### src/rtl/entity_table_if.sv
// entity_table_if: spawn/delete handshake between requesters and an entity table.
interface entity_table_if #(parameter int ADDR_W = 10, parameter int ENTITY_SIZE = 34);
   logic                   delete_req;
   logic [ADDR_W-1:0]      delete_address;
   logic                   spawn_valid;
   logic [ENTITY_SIZE-1:0] spawn_entity;
   logic                   spawn_ready;
   logic                   spawn_done;
   logic [ADDR_W-1:0]      spawn_slot;
   logic                   spawn_fail;
   logic                   delete_ack;
   logic                   bad_delete;
   modport master(output delete_req, delete_address, spawn_valid, spawn_entity,
                  input spawn_ready, spawn_done, spawn_slot, spawn_fail, delete_ack, bad_delete);
   modport slave(input delete_req, delete_address, spawn_valid, spawn_entity,
                 output spawn_ready, spawn_done, spawn_slot, spawn_fail, delete_ack, bad_delete);
endinterface

### src/rtl/entity_table.sv
// entity_table: slot table of game entities with sequential-scan spawn allocation
// and independent single-cycle deletes.
module entity_table #(
   parameter int MAX_ENTRIES = 3,
   parameter int ENTITY_SIZE = 34,
   parameter int ADDR_W = 10,
   localparam int CW = $clog2(MAX_ENTRIES + 1),
   localparam int IW = MAX_ENTRIES > 1 ? $clog2(MAX_ENTRIES) : 1
) (
   input  logic                                   clk,
   input  logic                                   reset,
   entity_table_if.slave                          bus,
   output logic [MAX_ENTRIES-1:0][ENTITY_SIZE-1:0] entities,
   output logic [CW-1:0]                          active_count
);
   typedef enum logic {IDLE, SCAN} state_t;
   state_t                 state;
   logic [ADDR_W-1:0]      idx;
   logic [ENTITY_SIZE-1:0] rec;
   logic                   write, del_ok, dec;
   logic [IW-1:0]          ii, da;

   always_comb begin
      ii = idx[IW-1:0];
      da = bus.delete_address[IW-1:0];
      write = state == SCAN && !entities[ii][ENTITY_SIZE-1];
      del_ok = bus.delete_req && bus.delete_address < ADDR_W'(MAX_ENTRIES);
      dec = del_ok && entities[da][ENTITY_SIZE-1];
   end

   // the spawn write is issued after the delete so it wins on a same-slot collision
   always_ff @(posedge clk or posedge reset) begin
      if (reset) begin
         entities <= '0;
         active_count <= '0;
         state <= IDLE;
         idx <= '0;
         rec <= '0;
         bus.spawn_ready <= 1'b1;
         bus.spawn_done <= 1'b0;
         bus.spawn_slot <= '0;
         bus.spawn_fail <= 1'b0;
         bus.delete_ack <= 1'b0;
         bus.bad_delete <= 1'b0;
      end else begin
         bus.spawn_done <= 1'b0;
         bus.spawn_fail <= 1'b0;
         bus.delete_ack <= del_ok;
         bus.bad_delete <= bus.delete_req && !del_ok;
         active_count <= active_count + CW'(write) - CW'(dec);
         if (del_ok) entities[da] <= '0;
         if (state == IDLE) begin
            if (bus.spawn_valid && bus.spawn_ready) begin
               rec <= bus.spawn_entity;
               idx <= '0;
               state <= SCAN;
               bus.spawn_ready <= 1'b0;
            end
         end else if (write) begin
            entities[ii] <= {1'b1, rec[ENTITY_SIZE-2:0]};
            bus.spawn_slot <= idx;
            bus.spawn_done <= 1'b1;
            bus.spawn_ready <= 1'b1;
            state <= IDLE;
         end else if (idx == ADDR_W'(MAX_ENTRIES - 1)) begin
            bus.spawn_fail <= 1'b1;
            bus.spawn_ready <= 1'b1;
            state <= IDLE;
         end else begin
            idx <= idx + 1'b1;
         end
      end
   end
endmodule
### src/flat_wrapper.sv
// flat-port wrapper written by rule: the top's interface ports become plain ports
module entity_table_flat 
#(
   parameter int MAX_ENTRIES = 3,
   parameter int ENTITY_SIZE = 34,
   parameter int ADDR_W = 10,
   localparam int CW = $clog2(MAX_ENTRIES + 1),
   localparam int IW = MAX_ENTRIES > 1 ? $clog2(MAX_ENTRIES) : 1
)
  (clk, reset, entities, active_count, bus_delete_req, bus_delete_address, bus_spawn_valid, bus_spawn_entity, bus_spawn_ready, bus_spawn_done, bus_spawn_slot, bus_spawn_fail, bus_delete_ack, bus_bad_delete);
  entity_table_if #(.ADDR_W(ADDR_W), .ENTITY_SIZE(ENTITY_SIZE)) bus_i ();
  input  logic clk;
  input  logic reset;
  output logic [MAX_ENTRIES-1:0][ENTITY_SIZE-1:0] entities;
  output logic [CW-1:0] active_count;
  input wire logic [$bits(bus_i.delete_req)-1:0] bus_delete_req;
  input wire logic [$bits(bus_i.delete_address)-1:0] bus_delete_address;
  input wire logic [$bits(bus_i.spawn_valid)-1:0] bus_spawn_valid;
  input wire logic [$bits(bus_i.spawn_entity)-1:0] bus_spawn_entity;
  output wire logic [$bits(bus_i.spawn_ready)-1:0] bus_spawn_ready;
  output wire logic [$bits(bus_i.spawn_done)-1:0] bus_spawn_done;
  output wire logic [$bits(bus_i.spawn_slot)-1:0] bus_spawn_slot;
  output wire logic [$bits(bus_i.spawn_fail)-1:0] bus_spawn_fail;
  output wire logic [$bits(bus_i.delete_ack)-1:0] bus_delete_ack;
  output wire logic [$bits(bus_i.bad_delete)-1:0] bus_bad_delete;
  assign bus_i.delete_req = bus_delete_req;
  assign bus_i.delete_address = bus_delete_address;
  assign bus_i.spawn_valid = bus_spawn_valid;
  assign bus_i.spawn_entity = bus_spawn_entity;
  assign bus_spawn_ready = bus_i.spawn_ready;
  assign bus_spawn_done = bus_i.spawn_done;
  assign bus_spawn_slot = bus_i.spawn_slot;
  assign bus_spawn_fail = bus_i.spawn_fail;
  assign bus_delete_ack = bus_i.delete_ack;
  assign bus_bad_delete = bus_i.bad_delete;
  entity_table #(.MAX_ENTRIES(MAX_ENTRIES), .ENTITY_SIZE(ENTITY_SIZE), .ADDR_W(ADDR_W)) u_core (.clk(clk), .reset(reset), .bus(bus_i), .entities(entities), .active_count(active_count));
endmodule
### config.mk
export PLATFORM = sky130hd
export DESIGN_NAME = entity_table_flat
export DESIGN_NICKNAME = d
export VERILOG_FILES = /design/src/rtl/entity_table_if.sv /design/src/rtl/entity_table.sv /design/src/flat_wrapper.sv
export SDC_FILE = /design/constraint.sdc
export NUM_CORES = 1
export LEC_CHECK = 0
export ABC_AREA = 0
export ABC_CLOCK_PERIOD_IN_PS = 6590
export CORE_MARGIN = 1.5
export CORE_UTILIZATION = 39
export DETAILED_ROUTE_END_ITERATION = 10
export PLACE_DENSITY = 0.67
export SETUP_SLACK_MARGIN = 0.2
export SLEW_MARGIN = 20
export SYNTH_ARGS = -nofsm -noshare
export SYNTH_HDL_FRONTEND = slang
export SYNTH_SLANG_ARGS = --single-unit
### constraint.sdc
create_clock -name clk -period 6.59 [get_ports clk]
set_input_delay 1.6475 -clock clk [delete_from_list [all_inputs] [get_ports clk]]
set_output_delay 1.6475 -clock clk [all_outputs]
set_load 0.005 [all_outputs]
==> metrics.md <==
| Metric | Value |
|---|---|
| Pwr Total | `roughly 3.8 mW` |
| XOR/XNOR Fraction of Synth Area | `less than 1%` |
| Fmax | `~280 MHz` |
| DR WL/cell | `18.6 µm` |
| P per Cell Area | `441 nW/µm²` |
| Arrival time at the worst endpoint | `~3.9 ns` |
| Skew final | `around 0.0090 ns` |
| Syn-to-layout area delta | `39.7%` |
| Simple-Gate Fraction of Synth Area | `a little under a tenth` |
| Routed wire length | `between 15 and 20 mm` |
| RSZ-0062 raised after global routing | `no` |
| Sequential cell fraction of total power | `44.2%` |
| Setup violators final | `0` |
| Via count | `between 4,000 and 5,000` |
| Yosys top cell by area | `dfrtp_1` |
| Main area contributors after synthesis | `dfrtp_1 (65%), a22o_1 (14%), nand2_1 (6.9%)` |
| Comb pwr share | `between 20% and 30%` |
| # diodes | `0` |
| Routed vias/inst | `5.23` |
| Peak VDD IR | `0.195 mV` |
| Most common cell after layout, fill and taps aside | `clkdlybuf4s50_1` |
| Post-Syn Area | `approximately 6200 µm²` |
| Clock power share | `about a quarter` |
| Congestion Overflow GR | `0` |
| Clock tree buffer depth | `2` |
| Crit end category | `flop` |
| DP HPWL | `just under 10 mm` |
| Post-synthesis instance total | `a little under 500` |
| Worst-path clk slew | `~0.07 ns` |
| Hold depth | `1` |
| Syn avg cell area | `12.8 µm²` |
| Final period demand of the worst path | `between 3 and 4 ns` |
| Net switching power | `1.12 mW` |
| Crit-path max FO | `8` |
| Worst-Margin Slew | `about 1 ns` |
| Initial drt markers | `between 300 and 400` |
| Pint | `roughly 2.7 mW` |
| H-tree level count | `4` |
| Routed Antenna Nets | `0` |
| Class of the worst hold path | `flop to flop` |
| Sink Count | `roughly 160` |
| Mapped Nets | `roughly 540` |
| Final Wtd Congestion | `roughly 0.8` |
| CTS buffer count | `17` |
| CTS Root Cell | `clkbuf_16` |
| Synth Warn # | `0` |
| Setup Fix Bufs, Post-CTS | `0` |
| Type of the worst setup path | `primary input to flop` |
| Die X | `between 100 and 150 µm` |
| Die area | `roughly 17,000 µm²` |
| Standard-cell rows | `45` |
| GRT Total Usage | `about a fifth` |
| Cell variety after synth | `37` |
| Compound-Gate Fraction of Synth Area | `between 10% and 20%` |
| First-pass GRT wire length | `roughly 25 mm` |
| Port bufs | `about 170` |
| Max transition margin | `33.2%` |
| DRC | `0` |
| Main combinational cell family by area after synthesis | `compound AO/OA/AOI/OAI gates` |
| Top-area cell type share of the netlist area | `around two thirds` |
| Reg area | `approximately 4100 µm²` |
| Synth Area in Adders | `roughly 1.2%` |
| CTS tree | `built` |
| CP Launch Type | `primary input` |
| Final #Nets | `700` |
| Net Sw Frac | `between 20% and 30%` |
| CTS Hold Buffers Added | `0` |
| Core Area | `15,400 µm²` |
| Setup TNS | `0 ns` |
| Max cap viols | `0` |
| Most frequent cells in the layout | `clkdlybuf4s50_1 (165), dfrtp_1 (162), nand2_1 (114)` |
| Seq/Total Area, Yosys | `around 66%` |
| #FFs+latches synth | `between 150 and 200` |
| Initial antenna violation count | `0` |
| Worst Reg-to-Reg Cells | `7` |
| Mux contribution to synthesized area | `about 2.9%` |
| Fill cell count | `between 1,000 and 1,500` |
| Cts repair resizes | `0` |
| Period utilization | `between 50% and 60%` |
| Slew Limit Fails | `0` |
| IO Count | `167` |
| Final hold violations | `0` |
| CP Data Required Time | `6.94 ns` |
| Vias in the first global route | `around 4,600` |
| Multi-input gate area | `between 1500 and 2000 µm²` |
| Initial Utilization | `between 40% and 50%` |
| Clk_lat worst skew | `about 0.43 ns` |
| Layout cells sized above 1 | `a little under a tenth` |
| Lkg Pwr | `4.09 nW` |
| Pre-antenna DRT Iters | `4` |
| Largest net degree at the start of global routing | `68` |
| Status | `complete, no violations` |
| Die H | `129 µm` |
==> power by group through the flow <==
stage          sequential [mW]  combinational (mW)  clock [mW]
2_1_floorplan             1.65               0.458           0
3_3_place_gp              1.68                1.13           0
6_report                  1.69                1.15       0.990
5_1_grt                   1.75                1.25        1.05
3_5_place_dp              1.69                1.15           0
4_1_cts                   1.69                1.16        1.01
==> flip-flops by register name, summed over array words and instances, names as in the netlist <==
signal / count
u_core.bus.spawn_fail: 1
u_core.state: 1
u_core.active_count: 2
u_core.bus.delete_ack: 1
u_core.bus.spawn_slot: 10
u_core.entities: 102
u_core.bus.bad_delete: 1
u_core.rec: 33
u_core.idx: 10
u_core.bus.spawn_done: 1
u_core.bus.spawn_ready: 1
==> cell type report <==
cell class,count,share of cell area (%)
multi-input combinational,281,22.2
timing repair buffer,173,20.4
clock buffer,19,5.10
tap,211,3.04
inverter,10,0.490
clock inverter,13,1.74
sequential,163,47.0
==> synth_stat cells, drive strengths merged <==
cell    count
inv         9
clkinv      1
a31oi       2
clkbuf      9
nand3       2
nor4        3
and4        1
buf        21
and2        5
and3b       1
ha          6
nand4       3
nand2     114
a211oi      3
a21oi       6
nor3        3
dfstp       1
or4         1
o21a        1
nor2b       2
a21o        4
and3        1
nor2        1
xnor2       2
mux2i       5
dfrtp     162
a22o       99
or3         1
mux2       11
o31ai       1
nand4b      1
o21ai       2
==> path summary, 6_finish.rpt <==
kind	start	to	slack, ns
max in group asynchronous	reset	u_core.rec[0]	3.88
min in group asynchronous	reset	u_core.entities[18]	1.56
hold / removal	u_core.entities[97]	u_core.entities[97]	0.50
setup reg to reg	u_core.idx[1]	u_core.entities[3]	4.26
hold reg to reg	u_core.entities[97]	u_core.entities[97]	0.50
setup / recovery	bus_delete_address[7]	u_core.active_count[1]	3.07
==> metal layers <==
layer | part of all wire, % | track usage, % | vias to the layer above
met5 | 0 | 0 | -
met4 | 1.3 | 7.40 | 0
met3 | 6.8 | 5.53 | 19
met2 | 47 | 31.1 | 180
met1 | 45 | 27.4 | 2312
li1 | - | - | 2043
==> logic make-up after synthesis <==
logic type,after synthesis
DFF,163
and+or+nand+nor,139
AOI/OAI and AO/OA,118
buffers and inverters,40
muxes,16
adders and majority gates,6
xor gates and xnor gates,2
==> metrics by stage <==
step	hold slack, ns	setup WS (ns)	area (µm²)	instances	util [%]
2_1_floorplan	0.463	0.539	6220	484	-
3_3_place_gp	0.483	2.68	8010	835	52.1
3_5_place_dp	0.480	2.60	8010	835	52.1
4_1_cts	0.503	3.05	8600	867	56.0
5_1_grt	0.512	2.84	8680	870	56.5
6_report	0.497	3.07	8680	870	56.5
==> worst max-delay path, cell delays in order <==
cell             delay (ns)
clkdlybuf4s50_1        0.40
nor4_1                 0.35
and4_1                 0.56
and2_1                 0.21
ha_1                   0.22
inv_1                  0.06
ha_1                   0.15
xnor2_1                0.14
xnor2_1                0.14
Note: power is estimated with default switching activity, not from simulation.
